<file path="config.mk">
export PLATFORM = sky130hd
export DESIGN_NAME = uart_tx_engine
export DESIGN_NICKNAME = d
export VERILOG_FILES = /design/src/rtl/uart_tx_engine.sv
export SDC_FILE = /design/constraint.sdc
export NUM_CORES = 1
export LEC_CHECK = 0
export ABC_AREA = 1
export BUFFER_PORTS_ARGS = -buffer_cell sky130_fd_sc_hd__buf_4
export CORE_MARGIN = 5
export CORE_UTILIZATION = 23
export DETAILED_ROUTE_END_ITERATION = 6
export PLACE_DENSITY_LB_ADDON = 0.15
export RECOVER_POWER = 50
export SLEW_MARGIN = 5
export SYNTH_ARGS = -nofsm -noshare
export SYNTH_HDL_FRONTEND = slang
export SYNTH_SLANG_ARGS = --single-unit
</file>
<file path="constraint.sdc">
create_clock -name Clk -period 1.5 [get_ports Clk]
set_input_delay 0.3 -clock Clk [delete_from_list [all_inputs] [get_ports Clk]]
set_output_delay 0.3 -clock Clk [all_outputs]
set_load 0.05 [all_outputs]
</file>
<file path="src/rtl/uart_tx_engine.sv">
// UART transmit serializer: pops words from the TX FIFO (asynchronous read) and
// frames them on Tx as start, LSB-first data, optional parity and stop bits.
module uart_tx_engine #(
  parameter int DATA_WIDTH = 8,
  parameter int SB_TICK    = 16,
  parameter int PARITY_EN  = 0,
  parameter int PARITY_ODD = 0
) (
  input  logic                  Clk,
  input  logic                  Reset,
  input  logic                  S_tick,
  input  logic                  Fifo_empty,
  input  logic [DATA_WIDTH-1:0] Fifo_rdata,
  output logic                  Fifo_rd,
  output logic                  Tx,
  output logic                  Tx_busy,
  output logic                  Tx_done_tick
);

  localparam int            NW        = (DATA_WIDTH > 1) ? $clog2(DATA_WIDTH) : 1;
  localparam logic [NW-1:0] N_LAST    = NW'(DATA_WIDTH - 1);
  localparam logic [5:0]    BIT_LAST  = 6'd15;
  localparam logic [5:0]    STOP_LAST = 6'(SB_TICK - 1);
  localparam logic          PAR_INIT  = (PARITY_ODD != 0) ? 1'b1 : 1'b0;
  localparam logic          PAR_ON    = (PARITY_EN != 0) ? 1'b1 : 1'b0;

  typedef enum logic [2:0] {
    IDLE   = 3'd0,
    START  = 3'd1,
    DATA   = 3'd2,
    PARITY = 3'd3,
    STOP   = 3'd4
  } state_t;

  state_t                state_r;
  logic [5:0]            s_cnt_r;
  logic [NW-1:0]         n_cnt_r;
  logic [DATA_WIDTH-1:0] b_reg_r;
  logic                  parity_r;
  logic                  tx_level_s;

  function automatic logic parity_fold(input logic acc, input logic data_bit);
    return acc ^ data_bit;
  endfunction

  // Line level for the current state; Tx registers it, so the line lags the state by one Clk.
  always_comb begin
    tx_level_s = 1'b1;
    case (state_r)
      IDLE:    tx_level_s = 1'b1;
      START:   tx_level_s = 1'b0;
      DATA:    tx_level_s = b_reg_r[0];
      PARITY:  tx_level_s = parity_r;
      STOP:    tx_level_s = 1'b1;
      default: tx_level_s = 1'b1;
    endcase
  end

  // Frame sequencer: state, tick/bit counters, shift register and registered outputs.
  always_ff @(posedge Clk) begin
    if (Reset) begin
      state_r      <= IDLE;
      s_cnt_r      <= 6'd0;
      n_cnt_r      <= {NW{1'b0}};
      b_reg_r      <= {DATA_WIDTH{1'b0}};
      parity_r     <= 1'b0;
      Tx           <= 1'b1;
      Fifo_rd      <= 1'b0;
      Tx_busy      <= 1'b0;
      Tx_done_tick <= 1'b0;
    end else begin
      Tx           <= tx_level_s;
      Fifo_rd      <= 1'b0;
      Tx_done_tick <= 1'b0;
      case (state_r)
        IDLE: begin
          if (!Fifo_empty) begin
            b_reg_r  <= Fifo_rdata;
            Fifo_rd  <= 1'b1;
            s_cnt_r  <= 6'd0;
            parity_r <= PAR_INIT;
            Tx_busy  <= 1'b1;
            state_r  <= START;
          end else begin
            state_r  <= IDLE;
          end
        end
        START: begin
          if (S_tick) begin
            if (s_cnt_r == BIT_LAST) begin
              s_cnt_r <= 6'd0;
              n_cnt_r <= {NW{1'b0}};
              state_r <= DATA;
            end else begin
              s_cnt_r <= s_cnt_r + 6'd1;
            end
          end
        end
        DATA: begin
          if (S_tick) begin
            if (s_cnt_r == BIT_LAST) begin
              s_cnt_r  <= 6'd0;
              parity_r <= parity_fold(parity_r, b_reg_r[0]);
              b_reg_r  <= b_reg_r >> 1;
              if (n_cnt_r == N_LAST) begin
                n_cnt_r <= {NW{1'b0}};
                if (PAR_ON) begin
                  state_r <= PARITY;
                end else begin
                  state_r <= STOP;
                end
              end else begin
                n_cnt_r <= n_cnt_r + NW'(1);
              end
            end else begin
              s_cnt_r <= s_cnt_r + 6'd1;
            end
          end
        end
        PARITY: begin
          if (S_tick) begin
            if (s_cnt_r == BIT_LAST) begin
              s_cnt_r <= 6'd0;
              state_r <= STOP;
            end else begin
              s_cnt_r <= s_cnt_r + 6'd1;
            end
          end
        end
        STOP: begin
          if (S_tick) begin
            if (s_cnt_r == STOP_LAST) begin
              s_cnt_r      <= 6'd0;
              Tx_done_tick <= 1'b1;
              Tx_busy      <= 1'b0;
              state_r      <= IDLE;
            end else begin
              s_cnt_r <= s_cnt_r + 6'd1;
            end
          end
        end
        default: begin
          state_r <= IDLE;
          Tx_busy <= 1'b0;
        end
      endcase
    end
  end

endmodule

</file>
Word level (Yosys, flattened, before mapping)
Cells that the tools add are included.

word-level totals
  register bits after elaboration = 25
  bits of input ports = 12
  output and inout bits = 4
  word-level logic and storage cells = 80

operators by class
  $add $sub $neg = 2
  equal/unequal tests = 17
  multiplexer cells = 34
  bitwise gates (word level) = 5
  reductions and logical operators = 13

operators with widths
  operator                                                                count
  3-bit two-way mux                                                       12
  8-bit two-way mux                                                       3
  2-bit != test (second input constant)                                   10
  6-bit two-way mux                                                       3
  8-bit one-hot mux with 2 select lines                                   1
  3-bit one-hot mux with 5 select lines                                   1
  6-bit one-hot mux with 2 select lines                                   1
  1-bit two-way mux                                                       9
  9-bit AND reduction                                                     1
  4-bit AND reduction                                                     2
  6-bit by 1-bit adder with 6-bit output (second input constant)          1
  3-bit by 2-bit equality test with 1-bit output (second input constant)  2
  3-bit equality test (second input constant)                             2
  6-bit by 4-bit equality test with 1-bit output (second input constant)  1
  1-bit one-hot mux with 3 select lines                                   2
  3-bit one-hot mux with 2 select lines                                   1
  2-bit nonzero test                                                      3
  3-bit OR reduction                                                      2
  5-bit AND reduction                                                     1
  1-bit NOT                                                               4
  4-bit OR reduction                                                      1
  3-bit by 1-bit adder with 3-bit output (second input constant)          1
  3-bit by 1-bit equality test with 1-bit output (second input constant)  1
  3-bit logical NOT                                                       1
  other kinds (5)                                                         5

Longest topological paths before layout
  depth in word-level cells = 5
  gate-level depth with buffers = 9
  depth with buffers taken out = 9

Least setup slack after synthesis
OpenSTA, ideal clock, no wires.

  kind = register to register
  from = reg s_cnt_r[0]
  to = reg b_reg_r[0]
  setup time = 134 ps
  data arrival time = 1251 ps
  required time = 1366 ps
  slack = 115 ps
  stages on the path, launching flop included = 9
  buffers on the path = 0
  period minus slack after synthesis = 1385 ps
  cell sequence = dfxtp_1 -> ha_1 -> nand3_1 -> nor2_1 -> nand2_1 -> nand2_2 -> nand2_4 -> nand2_1 -> a21oi_1

on the way
  word-level cells in the longest chain between the ends = 3

ends and longest elaborated chain
  what                                            line  source
  from (decl)                                     36    logic [5:0] s_cnt_r;
  from (signal assigned)                          95    s_cnt_r <= s_cnt_r + 6'd1;
  from (signal assigned)                          116   s_cnt_r <= s_cnt_r + 6'd1;
  from (signal assigned)                          126   s_cnt_r <= s_cnt_r + 6'd1;
  6-bit by 4-bit equality test with 1-bit output  101   if (s_cnt_r == BIT_LAST) begin
  2-bit != test (no line)                         --
  4-bit AND reduction (no line)                   --
  to (signal assigned)                            65    b_reg_r <= {DATA_WIDTH{1'b0}};
  to (signal assigned)                            78    b_reg_r <= Fifo_rdata;
  to (signal assigned)                            104   b_reg_r <= b_reg_r >> 1;
  to (decl)                                       38    logic [DATA_WIDTH-1:0] b_reg_r;

Every way passes these cells.
A chain may end at the register's enable or synchronous reset.

Final worst setup path
  from = reg state_r[1]
  to = reg s_cnt_r[1]

on the way
  word-level cells in the longest chain between the ends = 4
  elaborated cells between the ends (all ways) = 11
  those cells by class = 6 x eq/ne; 1 x mux; 4 x reduce/logical

ends and longest elaborated chain
  what                                                                                             line  source
  from (decl)                                                                                      35    state_t state_r;
  from (signal assigned)                                                                           62    state_r <= IDLE;
  from (signal assigned)                                                                           83    state_r <= START;
  from (signal assigned)                                                                           85    state_r <= IDLE;
  3-bit equality test, or another cell as far along                                                75    case (state_r)
  4-bit OR reduction (no line)                                                                     --
  2-bit by 1-bit != test with 1-bit output (no line) / 2-bit nonzero test (equally long branches)  --
  3-bit AND reduction (no line)                                                                    --

Several ways; a longest one is shown, not always the timed one.

==> results.txt <==
* Last element of the critical path: s_cnt_r[1]$_SDFFE_PP0P_
* Count of max-cap constraint violations: 0
* Primary FF master, synth: dfxtp_1
- Critical path cell sequence: o21ai_0 -> nand2_2 -> nand2_4 -> nand2_2 -> o21ai_0 -> nor2_1
- Net switching component of the power: approximately 630 uW
- Crit Reg-Reg Endpoint: s_cnt_r[1]$_SDFFE_PP0P_
* Leakage power: approximately 0.73 nW
- Peak supply drop: approximately 330 uV
* Total routed wirelength: about 3200 um
- The critical path is of the register to register type.
- Number of antenna violations at the first check in global routing: 0
- Per-cell routed wire length: between 10 and 15 um
* Number of I/O pins: 16
* Die boundary width: about 85 um
- Dominant cells by area after synthesis: dfxtp_1 38%, nand2_1 16%, nand3_1 10%
- Derived from the worst setup path, the maximum achievable clock frequency is slightly above 700 MHz.
- Of the cells placed in the final design, the portion with a size suffix greater than 1 is about a quarter.
* First-pass iteration count of the detailed router: 4
- After detailed placement, the total cell area comes to between 1500 and 2000 um^2.
* Die outline area: around 7300 um^2
* Final core occ: between 20 and 30%
- The initial utilization of the core area, before any placement, comes to about a quarter.
- Warning count from the yosys run: 0
- TritonCTS built the clock tree.
* Final critical path time including I/O delays and setup: 1.38 ns
- Gate count of the mapped netlist: between 150 and 200
* Worst min path class: input port to register
- CTS built an H-tree with a depth of 1.
* Data required time of the critical path: around 1.7 ns
* Start point of the critical path: state_r[1]$_SDFFE_PP0P_
- Synth cell count leaders: 56 x nand2_1, 27 x nand3_1, 25 x dfxtp_1
- Number of DRC markers in iteration 0: 38
- Synthesis instantiated 23 different standard cells from the library.
* Unrepaired setup endpoints after global routing: no
- In this run the deepest clock path goes through 2 buffers.
- After routing, the total negative slack on setup checks comes to 0 ns.
* Library cell with the largest summed area after synthesis: dfxtp_1
* Critical path fanouts, max: 8
- Detailed-route via count: between 1,000 and 1,500
- Internal Pwr Total: 1.11 mW
- Counting both buffers and inverters, the worst setup path holds a total of 0.
- Total clock buffers created by CTS: 3
- Fraction of the yosys area taken by sequential cells: 38.4%
- Synthesized Nets: ~210
- The first global-routing pass estimated roughly 5500 um of wire.
* Vertical extent of the die: 85.3 um
- Antenna diodes: 0
- Grouping stages by cell kind, the critical path spends the most delay in compound AO/OA/AOI/OAI gates.
- Largest stage delay, worst path: ~0.36 ns
- After detailed routing, the number of vias per cell comes to 4.30.
- After synthesis the netlist holds a flip-flop and latch count of 25.
* Hold WS: 0.308 ns
- Data arrives at the worst endpoint at roughly 1.6 ns.
* Critical Path Stages: 6
- CTS root buffer: clkbuf_8
- The via count of the first global-routing pass is between 1,000 and 1,500.
- Count of standard-cell rows: 27
* Register-to-register setup slack: roughly 0.12 ns
* Layout Skew: around 0.006 ns
- Slew at the pin with the worst max-slew slack: ~0.31 ns
- Once detail routing completed, the nets flagged for antenna violations numbered 0.
- The later pin in the worst-skew pair is clocked with a latency of between 0.2 and 0.3 ns.
- Summed over all layers, the global routing overflow is 0.
- Clock-pin slew was measured on the worst setup and hold paths at around 0.090 ns.
* Post-synth ARST share: 0%
- The number of endpoints with negative hold slack in the final report is 0.
- Headroom to the max-slew limit came out at 79.1%.
* Number of nets in the layout: about 240
- Summing all non-filler instances in the final layout gives an area of 1650 um^2.
* Post-Syn Area per Cell: a little under 7 um^2
- Clk network pwr share: a little under a quarter
- Among all cell types in the netlist, the one instantiated most often is nand2_1.
- Period utilisation layout: between 90% and 100%
* Total count of max-transition violations in the final report: 0
- Flop pwr share: about 44%
* Cell Area, Synth: 1300 um^2
- Area of the core: around 5500 um^2
- Status: completed
- STA classifies the critical path endpoint as a register.
- The congestion estimate from routability-driven global placement came to approximately 0.8.
- The area growth from synthesis to layout is 26.7%.
- For this design, the sink count on the clock tree is 25.
- Entering global routing, the biggest net connects 23 pins.
- Critical-path top delay cell: dfxtp_2
- The worst setup path is launched from a register.
- Remaining DRCs: 0
- Summed over its instances, the top area cell type makes up between 30% and 40% of the synthesized netlist area.
- Portion of total power attributed to combinational logic: around a third
- Total of endpoints with negative setup slack in the final report: 0
- The HPWL after detailed placement is around 2400 um.
* R2r worst-path depth: 6
* Global Route Usage Sum: 9.26%
* R2r startpoint: state_r[1]$_SDFFE_PP0P_
- Dividing total power by cell area gives a power density of 1050 nW/um^2.
* Number of synthesized flops with an enable pin: 0
* Share of total power consumed by net switching: between 30% and 40%
- Port buffering added 15 buffers.
- Power Total: 1.74 mW
[cell type report]
cell class                      instances  area (um^2)
Tap cell                               72         90.1
Timing Repair Buffer                   26          185
Fill cell                             608         3860
Multi-Input combinational cell        147          763
Inverter                               17         63.8
Sequential cell                        25          503
Clock buffer                            4         45.0
[what timing repair did]
action / CTS / global route
endpoints found under the hold margin: 0 / 0
gates resized for setup: 0 / 13
endpoints found under the setup margin: 0 / 19
setup buffers: 0 / 1
hold buffers: 0 / 0
[power groups by stage]
stage | logic (mW) | clock network (mW) | registers, mW
after floorplan | 0.347 | 0 | 0.821
after global placement | 0.562 | 0 | 0.784
after detailed placement | 0.558 | 0 | 0.782
after CTS | 0.560 | 0.432 | 0.766
after global routing | 0.639 | 0.455 | 0.778
final | 0.565 | 0.407 | 0.769
[placed cells by master, fill, tap and decap left out, types with 4 or more instances in the layout]
cell and count:
clkbuf_2 4, nor2_4 4, nand2_2 6, nand3_1 26
nand2_1 55, dfxtp_1 23, inv_1 15, nor2_1 15
a21oi_1 19, buf_4 22, nand2_4 4
[routing by layer]
layer	routed length, um	GRT usage (%)
met5	0	0
met3	78	1.65
met1	1590	12.0
met2	1510	15.4
met4	27	3.02
[flip-flops by register name, indices dropped and copies added (netlist names)]
signal	count
b_reg_r	8
s_cnt_r	6
n_cnt_r	3
state_r	3
Fifo_rd	1
Tx	1
Tx_busy	1
Tx_done_tick	1
parity_r	1
[cells by family after synthesis]
logic type	count (synthesis)	synth area share [%]
xor+xnor	1	0.673
simple gates	117	41.8
fa+ha+maj	3	2.88
compound gates	25	10.2
buf+inv	20	6.05
flops	25	38.4
[stage by stage]
stage,setup WS [ns],instances
floorplan,0.115,191
global placement,0.0712,285
detailed placement,0.0211,285
CTS,0.00750,289
global route,0.0154,291
finish,0.118,291
[how the worst min path moves through the flow]
stage | slack [ns] | start | depth (start not counted) | end
6_report | 0.31 | Fifo_rdata[7] | 3 | b_reg_r[7]$_SDFFE_PP0P_
5_1_grt | 0.32 | Fifo_rdata[7] | 3 | b_reg_r[7]$_SDFFE_PP0P_
4_1_cts | 0.31 | Fifo_rdata[7] | 3 | b_reg_r[7]$_SDFFE_PP0P_
3_5_place_dp | 0.46 | b_reg_r[1]$_SDFFE_PP0P_ | 2 | b_reg_r[1]$_SDFFE_PP0P_
3_3_place_gp | 0.45 | b_reg_r[5]$_SDFFE_PP0P_ | 2 | b_reg_r[5]$_SDFFE_PP0P_
2_1_floorplan | 0.40 | Reset | 2 | Tx$_SDFF_PP1_
[tightest hold or removal path, stage by stage]
cell and delay [ns]:
buf_4 0.11, nand3_1 0.07, a21oi_1 0.06
Note: power is estimated with default switching activity, not from simulation.
